<file path="src/rtl/spread_pkg.sv">
// Shared types and constants for the direct-sequence spreader.
package spread_pkg;

   localparam int SPREAD_DEFAULT = 24;
   localparam logic [23:0] SPREAD_CODE_24 = 24'hF9A42B;

   typedef enum logic {
      IDLE = 1'b0,
      SEND = 1'b1
   } state_t;

endpackage

</file>
<file path="src/rtl/spread_chip_gen.sv">
// Combinational chip selector: returns data bit XOR code bit for chip index cnt.
// Chip 0 uses the code MSB.
module spread_chip_gen
   import spread_pkg::*;
#(
   parameter int SPREAD = SPREAD_DEFAULT,
   parameter logic [SPREAD-1:0] CODE = SPREAD_CODE_24
) (
   input  logic [$clog2(SPREAD)-1:0] cnt,
   input  logic                      data_bit,
   output logic                      chip
);

   localparam int CW = $clog2(SPREAD);
   localparam logic [CW-1:0] LAST = CW'(SPREAD - 1);

   assign chip = data_bit ^ CODE[LAST - cnt];

endmodule

</file>
<file path="src/rtl/spread.sv">
// Direct-sequence spreader: one accepted bit becomes SPREAD chips, one per clock.
// All outputs are registered; o_ready reopens on the last chip so bursts can run back to back.
module spread
   import spread_pkg::*;
#(
   parameter int SPREAD = SPREAD_DEFAULT,
   parameter logic [SPREAD-1:0] CODE = SPREAD_CODE_24
) (
   input  logic i_clk,
   input  logic i_reset,
   output logic o_ready,
   input  logic i_data,
   input  logic i_valid,
   output logic o_data,
   output logic o_valid
);

   localparam int CW = $clog2(SPREAD);
   localparam logic [CW-1:0] LAST = CW'(SPREAD - 1);

   generate
      if (SPREAD < 2 || $bits(CODE) != SPREAD) begin : g_bad_params
         $error("spread: SPREAD must be >= 2 and CODE must be SPREAD bits wide");
      end
   endgenerate

   state_t          state, state_nxt;
   logic [CW-1:0]   cnt, cnt_nxt;
   logic            bit_q, bit_nxt;
   logic            chip_nxt;
   logic            xfer;

   assign xfer = i_valid && o_ready;

   always_comb begin
      state_nxt = state;
      cnt_nxt   = cnt;
      bit_nxt   = bit_q;
      case (state)
         IDLE: begin
            if (xfer) begin
               state_nxt = SEND;
               cnt_nxt   = '0;
               bit_nxt   = i_data;
            end
         end
         SEND: begin
            if (cnt == LAST) begin
               cnt_nxt = '0;
               if (xfer) begin
                  bit_nxt = i_data;
               end else begin
                  state_nxt = IDLE;
               end
            end else begin
               cnt_nxt = cnt + CW'(1);
            end
         end
         default: begin
            state_nxt = IDLE;
            cnt_nxt   = '0;
         end
      endcase
   end

   // Outputs are computed from next-state values so they stay registered yet align with cnt.
   spread_chip_gen #(
      .SPREAD (SPREAD),
      .CODE   (CODE)
   ) u_chip_gen (
      .cnt      (cnt_nxt),
      .data_bit (bit_nxt),
      .chip     (chip_nxt)
   );

   always_ff @(posedge i_clk) begin
      if (i_reset) begin
         state   <= IDLE;
         cnt     <= '0;
         bit_q   <= 1'b0;
         o_ready <= 1'b0;
         o_valid <= 1'b0;
         o_data  <= 1'b0;
      end else begin
         state   <= state_nxt;
         cnt     <= cnt_nxt;
         bit_q   <= bit_nxt;
         o_ready <= (state_nxt == IDLE) || (cnt_nxt == LAST);
         o_valid <= (state_nxt == SEND);
         o_data  <= (state_nxt == SEND) && chip_nxt;
      end
   end

endmodule

</file>
<file path="config.mk">
export PLATFORM = sky130hd
export DESIGN_NAME = spread
export DESIGN_NICKNAME = d
export VERILOG_FILES = /design/src/rtl/spread_pkg.sv /design/src/rtl/spread_chip_gen.sv /design/src/rtl/spread.sv
export SDC_FILE = /design/constraint.sdc
export NUM_CORES = 1
export LEC_CHECK = 0
export BUFFER_PORTS_ARGS = -buffer_cell sky130_fd_sc_hd__buf_4
export CAP_MARGIN = 20
export CORE_AREA = 2 2 39 41
export CTS_CLUSTER_SIZE = 28
export DETAILED_ROUTE_END_ITERATION = 10
export DIE_AREA = 0 0 41 43
export GPL_ROUTABILITY_DRIVEN = 0
export PLACE_DENSITY = 0.66
export SYNTH_ARGS = -nofsm -noshare
export SYNTH_HDL_FRONTEND = slang
export SYNTH_SLANG_ARGS = --single-unit
</file>
<file path="constraint.sdc">
create_clock -name i_clk -period 3.45 [get_ports i_clk]
set_clock_uncertainty 0.2 [all_clocks]
set_input_delay 0.69 -clock i_clk [delete_from_list [all_inputs] [get_ports i_clk]]
set_output_delay 0.69 -clock i_clk [all_outputs]
set_load 0.005 [all_outputs]
</file>
==> After elaboration in Yosys (flattened, before gate mapping) <==
Memories as Yosys holds them, arrays and structs flattened.
Index checks and enable logic that the tools add are counted.
Widths: inputs -> output; s select.
{ "totals": {"regBits": 9, "mem_count": 1, "inputBits": 4, "wordCells": 27, "mem_bits_ro": 32, "output_inout_bits": 3} }
{ "memory_table": {"columns": ["name", "depth", "width", "rd", "rd_clocked_by_memory_dff", "wr", "line_no", "rtl"], "rows": [
  ["(no name shown)", 32, 1, 1, 0, 0, "spread_chip_gen.sv:17", "assign chip = data_bit ^ CODE[LAST - cnt];"]
]} }
{ "op_classes": {"mux": 10, "order_cmp": 1, "bitwise": 3, "reduce_logical": 3, "eq_ne": 2, "n_addsub": 2} }
{ "ops": {"columns": ["cell", "count"], "rows": [
  ["$eq 5x5->1 const B", 2],
  ["$mux 5", 2],
  ["$pmux 5 s2", 1],
  ["$lt 5x6->1 const B", 1],
  ["$add 5x1->5 const B", 1],
  ["$mux 1", 5],
  ["$sub 5x5->5 const A", 1],
  ["$pmux 1 s2", 2],
  ["$logic_and 1x1->1", 2],
  ["$not 1->1", 2],
  ["$logic_or 1x1->1", 1],
  ["$xor 1x1->1", 1]
]} }

==> Logic depth before layout (Yosys ltp) <==
{ "logic_depth": {"depth_word": 8, "ltp_mapped": 9, "depth_no_buf": 9} }

==> Hierarchy <==
From an unflattened synthesis, not the netlist that was laid out.
{ "hier_totals": {"hier_cells": 63, "hier_area_um2": 570.5} }
{ "modules_own_cells": {"columns": ["mod", "cells_per_inst", "seq_area_each_um2", "area_per_inst_um2", "instances"], "rows": [
  ["spread", 48, 180.2, 455.4, 1],
  ["spread_chip_gen", 15, 0.0, 115.1, 1]
]} }

==> Least setup slack after synthesis <==
No wires, ideal clock.
{ "synth_timing": {"path_kind": "input to register", "from": "input i_valid", "to": "register o_data", "setup_ps": 73, "path_buffers": 0, "required_ps": 3177, "path_stages": 8, "arrival_ps": 2425, "slack_ps": 752, "cell_sequence": "a21oi_1 a32oi_1 and2_1 ha_1 a31oi_1 and3b_1 or4b_1 o211ai_2"} }
{ "synth_via": {"elab_chain_cells": 8, "word_cells_on_any_way": 14, "classes_between": "add/sub (1); mux (9); bitwise (1); reduce/logical (2); memory (1)"} }
{ "synth_lines": {"columns": ["item", "line_no", "rtl"], "rows": [
  ["start: declaration", "spread.sv:13", "input logic i_valid,"],
  ["$logic_and 1x1->1 *", "spread.sv:33", "assign xfer = i_valid && o_ready;"],
  ["$mux 5", "spread.sv:41", "if (xfer) begin"],
  ["$pmux 5 s2", "spread.sv:39", "case (state)"],
  ["$sub 5x5->5", "spread_chip_gen.sv:17", null],
  ["$mem_v2 32x1", null, null],
  ["$mux 1 (not written as such)", "spread_chip_gen.sv:17", null],
  ["$xor 1x1->1", "spread_chip_gen.sv:17", null],
  ["$logic_and 1x1->1 *", "spread.sv:90", "o_data <= (state_nxt == SEND) && chip_nxt;"],
  ["end signal: assignment", "spread.sv:90", null],
  ["end: declaration", "spread.sv:14", "output logic o_data,"]
]} }
Mark *: on every way between the ends. The rest lies on a longest branch, timed or not. The select of a mux whose other input is x is not followed.
A chain may end at the register's enable or synchronous reset.

==> Worst setup path in the final report <==
Ends and elaborated chain as after synthesis.

==> impl_metrics.ini <==
[outcome]
status = finished clean

[synth]
synthDistinctLibCells = 31
synth_fp_nets = 78
async_reset_ff_share_pct = 0
synth_edf_count = 0
ys_ff_latch = 9
yosysWarnings = 0
synth_top_area_share_pct = 30.3
synth_area_leader_cell = dfxtp_1
synth_cells = 69
synth_area_sq_um = 596
yosysSeqAreaShare_pct = 30.3
syn_area_per_cell_sq_um = 8.63
synth_ff_type = dfxtp_1
synth_area_leaders = dfxtp_1 30%, ha_1 11%, nor2b_1 6.3%

[cts]
clk_latency_ns = 0.27
clockBufferDepth = 2
clkTransAtPathRegs_ns = 0.07
cts_max_level = 1
postCtsSetupRepairBufs = 0
cts_tree = yes
holdBufCountCts = 0
post_cts_resized = 0
root_buffer = clkbuf_4
clock-sinks = 9
cts_buffers = 3

[min_path]
min_from = bit_q
min_path_type = reg -> reg
hold_depth = 2
holdPathEnd = bit_q

[sta]
layout_setup_ws_ns = 0.653
tightest_slew_ns = 0.521
tns_ns = 0
finalSetupViolations = 0
fmax_mhz = 358
finalMaxSlewViolations = 0
finalCriticalPeriod_ns = 2.80
finalCritPeriodShare_pct = 81.1
relSlewSlack_pct = 65.3
rsz0062_at_grt = no
finalHoldViolations = 0

[setup_path]
cp_slowest_cell = or4b_1
r2r_start = state
max_stage_delay_ns = 0.51
r2r-end = o_data
r2r_slack_ns = 0.73
critPathLaunchType = input port
cp.required_ns = 3.45
ff2ff_path_depth = 8
critPathMaxFanout = 6
cp-end-kind = flip-flop
crit_chain = buf_4 -> a21oi_1 -> a32oi_1 -> and2_1 -> ha_1 -> a31oi_1 -> and3b_1 -> or4b_1 -> o211ai_2
path_class = in -> reg
crit_arrival_ns = 2.80

[run]
cap_violations = 0

[floorplanning]
die_x_um = 41
io_pins = 7
dieArea_sq_um = 1760
start_util_pct = 43.0
num_rows = 14
core_area_sq_um = 1380
die_y_um = 43

[power]
vdd_drop_max_uv = 189
p_total_mw = 0.234
pwr_density_cell_nw_per_um2 = 345
leakage_nw = 0.333

[global_route]
grt_first_pass_wirelength_mm = 1.87
grt_remaining_overflow = 0
grt_start_max_net_pins = 14
antenna_found_initial = 0
grt_usage_pct = 15.7
grt_pass1_vias = 433

[layout]
layout_commonest_cell = dfxtp_1
fin_nets = 87
syn_to_final_growth_pct = 14.1
final_cell_mix = 9 x dfxtp_1, 7 x nor2_1, 6 x nor2b_1, 6 x buf_4
layout-drive-gt1-share_pct = 16.9
antenna_cells = 0
fin_cells = 93

[placement]
io_buffer_count = 6
placedCellCount = 89
place_ws_ns = 0.398
dp_hpwl_um = 870

[detailed_routing]
routedWlPerCell_um = 12.2
drt-initial-drc-count = 16
vias = 510
postRouteAntennaNets = 0
dr.pass1.iters = 5
drcViolationCount = 0
routed_wl_mm = 1.13
drt-vias-per-instance = 5.48
[synthesized netlist by cell type, types with 2 or more instances]
library cell	count
and3b_1	2
ha_1	5
nand2_1	4
nor2_1	7
a21o_1	2
a21oi_1	3
o21ai_0	2
a31oi_1	2
nor2b_1	6
a21boi_0	3
inv_1	5
dfxtp_1	9
[metal layers]
layer  part of all wire (%)  vias up  track usage [%]
met5                      0        -                0
li1                       -      267                -
met4                    1.1        0             8.00
met3                    6.2        3             4.71
met2                     46       20             22.8
met1                     47      220             19.9
[cell type report]
| class | count | area [sq um] |
|---|---|---|
| Fill cell | 128 | 704 |
| Multi-Input combinational cell | 53 | 389 |
| Sequential cell | 9 | 180 |
| Timing Repair Buffer | 6 | 45.0 |
| Clock buffer | 4 | 26.3 |
| Tap cell | 16 | 20.0 |
| Inverter | 5 | 18.8 |
[where the power goes]
group | switching (mW) | internal [mW]
Clock | 0.0412 | 0.0448
Sequential | 0.00550 | 0.108
Combinational | 0.0180 | 0.0163
[sequential cells by signal, indices dropped and copies added (netlist names)]
name,count
bit_q,1
cnt,5
state,1
o_data,1
o_ready,1
[per-stage QoR]
stage | hold slack [ns] | cell area [sq um] | util, %
2_1_floorplan | 0.378 | 596 | -
3_3_place_gp | 0.411 | 653 | 47.2
3_5_place_dp | 0.422 | 653 | 47.2
4_1_cts | 0.438 | 679 | 49.1
5_1_grt | 0.471 | 679 | 49.1
6_report | 0.428 | 679 | 49.1
[critical path, delay by kind of cell]
family / cells / cell delay (ns)
simple gates: 3 / 0.94
compound gates: 4 / 0.70
buf+inv: 1 / 0.12
fa+ha+maj: 1 / 0.35
[kinds of logic (layout without fill, tap and decap cells)]
group	count (synthesis)	after routing	share of synthesized area, %
adders and majority gates	5	5	10.5
buffers and inverters	7	15	4.41
DFF	9	9	30.3
muxes	1	1	1.68
AOI/OAI and AO/OA	19	19	25.2
and+or+nand+nor	28	28	27.9
[worst max path at each step]
stage / slack (ns) / endpoint / depth (start not counted) / start
4_1_cts: 0.66 / o_data / 9 / i_valid
3_3_place_gp: 0.42 / o_data / 9 / i_valid
3_5_place_dp: 0.40 / o_data / 9 / i_valid
5_1_grt: 0.49 / o_data / 9 / i_valid
2_1_floorplan: 0.75 / o_data / 8 / i_valid
6_report: 0.65 / o_data / 9 / i_valid
Power figures use the tool's default switching activity.
